File: src/rtl/traffic_pkg.sv
// traffic_pkg: shared state codes, lamp codes and lamp decode for the phase controller.
package traffic_pkg;

    localparam logic [2:0] NS_GREEN  = 3'd0;
    localparam logic [2:0] NS_YELLOW = 3'd1;
    localparam logic [2:0] ALLRED_A  = 3'd2;
    localparam logic [2:0] EW_GREEN  = 3'd3;
    localparam logic [2:0] EW_YELLOW = 3'd4;
    localparam logic [2:0] ALLRED_B  = 3'd5;
    localparam logic [2:0] WALK      = 3'd6;
    localparam logic [2:0] FAULT     = 3'd7;

    localparam logic [2:0] RED  = 3'b100;
    localparam logic [2:0] YEL  = 3'b010;
    localparam logic [2:0] GRN  = 3'b001;
    localparam logic [2:0] DARK = 3'b000;

    typedef struct packed {
        logic [2:0] ns;
        logic [2:0] ew;
        logic       walk;
    } lamps_t;

    function automatic lamps_t lamps_of(input logic [2:0] st, input logic flash);
        lamps_t l;
        l.ns   = RED;
        l.ew   = RED;
        l.walk = 1'b0;
        case (st)
            NS_GREEN:  l.ns = GRN;
            NS_YELLOW: l.ns = YEL;
            EW_GREEN:  l.ew = GRN;
            EW_YELLOW: l.ew = YEL;
            WALK:      l.walk = 1'b1;
            FAULT: begin
                l.ns = flash ? DARK : YEL;
                l.ew = flash ? DARK : YEL;
            end
            default: ;
        endcase
        return l;
    endfunction

endpackage

File: src/rtl/traffic_phase_ctrl_if.sv
// traffic_phase_ctrl_if: controller <-> phase timer link (restart, terminal count, expiry pulse).
interface traffic_phase_ctrl_if #(parameter int NBITS = 32);
    logic             timer_expire;
    logic             timer_rst;
    logic [NBITS-1:0] timer_cnt;

    modport master (input timer_expire, output timer_rst, output timer_cnt);
    modport slave  (output timer_expire, input timer_rst, input timer_cnt);
endinterface

File: src/rtl/traffic_wdog.sv
// traffic_wdog: expiry watchdog and FAULT flash divider for the phase controller.
module traffic_wdog #(
    parameter int WDOG_LIMIT = 255,
    parameter int FLASH_DIV  = 8
) (
    input  logic clk,
    input  logic reset,
    input  logic clr,
    input  logic en,
    output logic trip,
    output logic flash
);
    localparam int W  = $clog2(WDOG_LIMIT + 1);
    localparam int FW = (FLASH_DIV > 1) ? $clog2(FLASH_DIV) : 1;

    logic [W-1:0]  cnt;
    logic [FW-1:0] fcnt;

    // cnt holds the cycles elapsed since the restart cycle; trip fires on the edge that reaches the limit
    assign trip = !clr && (cnt >= W'(WDOG_LIMIT - 1));

    always_ff @(posedge clk) begin
        if (!reset) begin
            cnt   <= '0;
            fcnt  <= '0;
            flash <= 1'b0;
        end else begin
            cnt <= clr ? W'(1) : (cnt == W'(WDOG_LIMIT)) ? cnt : cnt + 1'b1;
            if (!en) begin
                fcnt  <= '0;
                flash <= 1'b0;
            end else if (fcnt == FW'(FLASH_DIV - 1)) begin
                fcnt  <= '0;
                flash <= ~flash;
            end else begin
                fcnt <= fcnt + 1'b1;
            end
        end
    end
endmodule

File: src/rtl/traffic_phase_ctrl.sv
// traffic_phase_ctrl: two-road intersection sequencer with pedestrian WALK and watchdog FAULT.
// Drives an external phase timer through traffic_phase_ctrl_if.
module traffic_phase_ctrl
    import traffic_pkg::*;
#(
    parameter int NBITS      = 32,
    parameter int T_GREEN    = 50,
    parameter int T_YELLOW   = 10,
    parameter int T_ALLRED   = 5,
    parameter int T_WALK     = 40,
    parameter int WDOG_LIMIT = 255,
    parameter int FLASH_DIV  = 8
) (
    input  logic                        clk,
    input  logic                        reset,
    traffic_phase_ctrl_if.master        tmr,
    input  logic                        ped_req,
    output logic [2:0]                  ns_light,
    output logic [2:0]                  ew_light,
    output logic                        walk,
    output logic                        fault
);
    logic [2:0] state, state_d;
    logic       ped_pend, from_a, trip, flash;

    function automatic logic [NBITS-1:0] dur(input logic [2:0] st);
        return (st == NS_GREEN  || st == EW_GREEN)  ? NBITS'(T_GREEN)  :
               (st == NS_YELLOW || st == EW_YELLOW) ? NBITS'(T_YELLOW) :
               (st == WALK)                         ? NBITS'(T_WALK)   : NBITS'(T_ALLRED);
    endfunction

    traffic_wdog #(.WDOG_LIMIT(WDOG_LIMIT), .FLASH_DIV(FLASH_DIV)) u_wdog (
        .clk   (clk),
        .reset (reset),
        .clr   (tmr.timer_rst),
        .en    (state == FAULT),
        .trip  (trip),
        .flash (flash)
    );

    // expiry seen during the restart cycle belongs to the previous phase and is dropped
    always_comb begin
        state_d = state;
        if (state != FAULT && trip)
            state_d = FAULT;
        else if (state != FAULT && !tmr.timer_rst && tmr.timer_expire)
            case (state)
                NS_GREEN:  state_d = NS_YELLOW;
                NS_YELLOW: state_d = ALLRED_A;
                ALLRED_A:  state_d = ped_pend ? WALK : EW_GREEN;
                EW_GREEN:  state_d = EW_YELLOW;
                EW_YELLOW: state_d = ALLRED_B;
                ALLRED_B:  state_d = ped_pend ? WALK : NS_GREEN;
                WALK:      state_d = from_a ? EW_GREEN : NS_GREEN;
                default:   state_d = state;
            endcase
    end

    always_ff @(posedge clk) begin
        if (!reset) begin
            state         <= ALLRED_B;
            tmr.timer_rst <= 1'b1;
            tmr.timer_cnt <= NBITS'(T_ALLRED);
            ped_pend      <= 1'b0;
            from_a        <= 1'b0;
        end else begin
            state         <= state_d;
            tmr.timer_rst <= (state_d != state) || (state_d == FAULT);
            if (state_d != state && state_d != FAULT)
                tmr.timer_cnt <= dur(state_d);
            ped_pend <= (state_d == WALK) ? 1'b0 :
                        ped_pend | (ped_req && state != WALK && state != FAULT);
            if (state == ALLRED_A || state == ALLRED_B)
                from_a <= (state == ALLRED_A);
        end
    end

    always_comb begin
        {ns_light, ew_light, walk} = lamps_of(state, flash);
        fault = (state == FAULT);
    end
endmodule
File: src/flat_wrapper.sv
// flat-port wrapper written by rule: the top's interface ports become plain ports
module traffic_phase_ctrl_flat import traffic_pkg::*;
#(
    parameter int NBITS      = 32,
    parameter int T_GREEN    = 50,
    parameter int T_YELLOW   = 10,
    parameter int T_ALLRED   = 5,
    parameter int T_WALK     = 40,
    parameter int WDOG_LIMIT = 255,
    parameter int FLASH_DIV  = 8
)
  (clk, reset, ped_req, ns_light, ew_light, walk, fault, tmr_timer_expire, tmr_timer_rst, tmr_timer_cnt);
  traffic_phase_ctrl_if #(.NBITS(NBITS)) tmr_i ();
  input  logic clk;
  input  logic reset;
  input  logic ped_req;
  output logic [2:0] ns_light;
  output logic [2:0] ew_light;
  output logic walk;
  output logic fault;
  input wire logic [$bits(tmr_i.timer_expire)-1:0] tmr_timer_expire;
  output wire logic [$bits(tmr_i.timer_rst)-1:0] tmr_timer_rst;
  output wire logic [$bits(tmr_i.timer_cnt)-1:0] tmr_timer_cnt;
  assign tmr_i.timer_expire = tmr_timer_expire;
  assign tmr_timer_rst = tmr_i.timer_rst;
  assign tmr_timer_cnt = tmr_i.timer_cnt;
  traffic_phase_ctrl #(.NBITS(NBITS), .T_GREEN(T_GREEN), .T_YELLOW(T_YELLOW), .T_ALLRED(T_ALLRED), .T_WALK(T_WALK), .WDOG_LIMIT(WDOG_LIMIT), .FLASH_DIV(FLASH_DIV)) u_core (.clk(clk), .reset(reset), .tmr(tmr_i), .ped_req(ped_req), .ns_light(ns_light), .ew_light(ew_light), .walk(walk), .fault(fault));
endmodule
File: config.mk
export PLATFORM = sky130hd
export DESIGN_NAME = traffic_phase_ctrl_flat
export DESIGN_NICKNAME = d
export VERILOG_FILES = /design/src/rtl/traffic_pkg.sv /design/src/rtl/traffic_phase_ctrl_if.sv /design/src/rtl/traffic_wdog.sv /design/src/rtl/traffic_phase_ctrl.sv /design/src/flat_wrapper.sv
export SDC_FILE = /design/constraint.sdc
export NUM_CORES = 1
export LEC_CHECK = 0
export BUFFER_PORTS_ARGS = -buffer_cell sky130_fd_sc_hd__buf_2
export CORE_MARGIN = 8
export CORE_UTILIZATION = 30
export CTS_BUF_LIST = sky130_fd_sc_hd__clkbuf_16
export DETAILED_ROUTE_END_ITERATION = 8
export MAX_ROUTING_LAYER = met4
export PLACE_DENSITY_LB_ADDON = 0.2
export REMOVE_ABC_BUFFERS = 1
export SYNTH_ARGS = -nofsm -noshare
export SYNTH_HDL_FRONTEND = slang
export SYNTH_HIERARCHICAL = 1
export SYNTH_SLANG_ARGS = --single-unit
File: constraint.sdc
create_clock -name clk -period 3.07 [get_ports clk]
set_clock_uncertainty 0.15 [all_clocks]
set_input_delay 0.1535 -clock clk [delete_from_list [all_inputs] [get_ports clk]]
set_output_delay 0.1535 -clock clk [all_outputs]
set_load 0.02 [all_outputs]
==> flow_summary.json <==
{
  "tightest_slew_ps": 605,
  "dp_hpwl_um": 2500,
  "crit_arrival_ps": 2540,
  "cp-end-kind": "flip-flop",
  "total_leakage_power_nw": 0.685,
  "power_density_mw_per_mm2": 504,
  "firstDrtPassIters": 4,
  "clock-root-buffer": "clkbuf_16",
  "slew_viol_final": 0,
  "yosysMostFrequentCell": "buf_4",
  "io_pins": 45,
  "diodes": 0,
  "htreeDepth": 1,
  "grt_use_total_pct": 8.95,
  "initial_core_util_pct": 31.3,
  "totalWireLength_um": 3240,
  "async_flop_share_pct": 0,
  "postCtsSetupBuffers": 0,
  "synth_edf_count": 0,
  "status": "completed",
  "cts_buffers": 3,
  "yosysUniqueCellTypes": 52,
  "first_global_vias": 1204,
  "hold_buffers": 0,
  "ys.flop_type": "dfxtp_1",
  "final-instance-count-excl-fill": 262,
  "tns_ps": 0,
  "crit_path_start_kind": "flip-flop",
  "cp_max_fo": 6,
  "num-fill-cells": 535,
  "drt-initial-drc-count": 62,
  "die_w_um": 86.7,
  "die_h_um": 86.7,
  "syn_area_mm2": 0.00150,
  "synth_top_area_share_pct": 30.7,
  "cts_tree": "done",
  "synth_area_leaders": "dfxtp_1, buf_4, ha_1",
  "yosysWarnings": 6,
  "final-hold-violation-count": 0,
  "synthCells": 178,
  "drive_gt1_share_pct": 17.4,
  "fin_crit_ps": 2550,
  "synth_area_leader_cell": "dfxtp_1",
  "synthToLayoutAreaGrowth_pct": 8.42,
  "rows": 25,
  "maxCapViolCount": 0,
  "r2r_setup_slack_ps": 520,
  "drc": 0,
  "hold_class": "in2reg",
  "rsz0062_at_grt": "false",
  "timing.critical_path.from": "u_core/u_wdog/cnt[7]",
  "setup_ws_ps": 523,
  "cts_resized": 0,
  "seq_area_um2": 460,
  "preCtsSetupSlack_ps": 537,
  "fmax_mhz": 393,
  "antenna_found_initial": 0,
  "worstSetupPathType": "reg2reg",
  "rr_startpoint": "u_core/u_wdog/cnt[7]",
  "die_area_mm2": 0.00752,
  "vias_per_cell": 4.68,
  "ir_drop_uv": 229,
  "io_buffers": 18,
  "clkTransAtPathRegs_ps": 60,
  "setup_viol": 0,
  "gp_congestion": 0.817,
  "synth_common_cells": "buf_4, dfxtp_1, nand2_1",
  "place_area_mm2": 0.00155,
  "fin_nets": 204,
  "synth.avg_cell_area_um2": 8.43,
  "slew_headroom_pct": 59.4,
  "ant_nets": 0,
  "clk_path_buf_depth": 2,
  "fin_area_mm2": 0.00163,
  "ys_seq_area_share_pct": 30.7,
  "grt_max_degree": 17,
  "synth-seq-cells": 23,
  "dpl.cell_count": 258,
  "insertion_delay_ps": 250,
  "coreArea_mm2": 0.00479,
  "grt_overflow": 0,
  "min_from": "reset",
  "post-route-period-util_pct": 83.0,
  "multiInputGateArea_um2": 872,
  "vias": 1225,
  "critPathRequiredTime_ps": 3060,
  "clkSinkCount": 23,
  "post_drt_wl_per_cell_um": 12.4,
  "grt_pass1_wl_um": 5440
}
[layer usage]
metal	vias up	GRT usage, %	routed length, um
li1	626	-	-
met3	2	2.46	98
met2	24	14.7	1600
met4	0	2.66	14
met5	-	-	0
met1	573	10.3	1530
[through the flow]
step	utilization [%]	hold WS [ps]	total power [mW]
after floorplan	-	65.4	0.493
after global placement	32.3	278	0.549
after detailed placement	32.3	283	0.544
after CTS	34.0	41.6	0.831
after global routing	34.0	57.7	0.861
final	34.0	43.7	0.820
[state kept, by name, indices dropped and copies added, names as in the netlist]
register / flops
u_core/u_wdog/cnt: 8
u_core/tmr.timer_cnt: 5
u_core/state: 3
u_core/u_wdog/fcnt: 3
u_core/from_a: 1
u_core/ped_pend: 1
u_core/tmr.timer_rst: 1
u_core/u_wdog/flash: 1
[where the power goes]
part / internal, mW / switching [mW] / total, mW / leakage (nW)
sequential: 0.314 / 0.0268 / 0.340 / 0.187
combinational: 0.0675 / 0.130 / 0.198 / 0.455
clock: 0.174 / 0.108 / 0.282 / 0.0423
[cell usage in the layout, fill, tap and decap left out, types with 3 or more instances in the layout]
cell type / synthesis / routed
conb_1: 1 / 26
dfxtp_1: 23 / 23
buf_2: 1 / 18
nand2_1: 12 / 12
nor2_1: 11 / 11
inv_1: 7 / 8
nor3_1: 8 / 8
a21oi_1: 6 / 6
nand3_1: 5 / 5
o21a_1: 4 / 4
a31oi_1: 4 / 4
xnor2_1: 4 / 4
nand4_1: 4 / 4
ha_1: 4 / 4
clkbuf_16: 0 / 3
o21ai_1: 3 / 3
or3_1: 3 / 3
o21ai_0: 3 / 3
a211oi_1: 3 / 3
[final cells by class]
type | count | share of cell area (%)
flip-flops and latches | 23 | 28.3
repair buffers | 20 | 6.46
well taps | 67 | 5.15
clock buffers | 3 | 4.62
multi-input cells | 141 | 53.6
inverters | 7 | 1.62
clock inverters | 1 | 0.231
[cell families (layout without fill, tap and decap cells)]
logic type / after synthesis / in the layout / synth area share (%)
and+or+nand+nor: 66 / 66 / 26.3
adders and majority gates: 4 / 4 / 3.34
xor gates and xnor gates: 4 / 4 / 2.34
buffers and inverters: 39 / 31 / 17.4
other: 1 / 26 / 0.250
DFF: 23 / 23 / 30.7
AOI/OAI and AO/OA: 40 / 40 / 19.0
muxes: 1 / 1 / 0.667
[critical path, stage by stage (launching register included)]
cell and delay, ps:
dfxtp_1 450, nand4_1 220, nor3_1 370, buf_4 210, nor2_1 50, a221oi_2 330, and2_4 230, nor4_2 50
or3_1 370
[worst paths after layout]
path                                   to  depth (start not counted)
setup / recovery  u_core/tmr.timer_cnt[2]                          8
hold / removal            u_core/state[0]                          2
setup reg to reg  u_core/tmr.timer_cnt[2]                          8
hold reg to reg     u_core/u_wdog/fcnt[0]                          1
No activity file was read; power rests on OpenSTA's default activity.
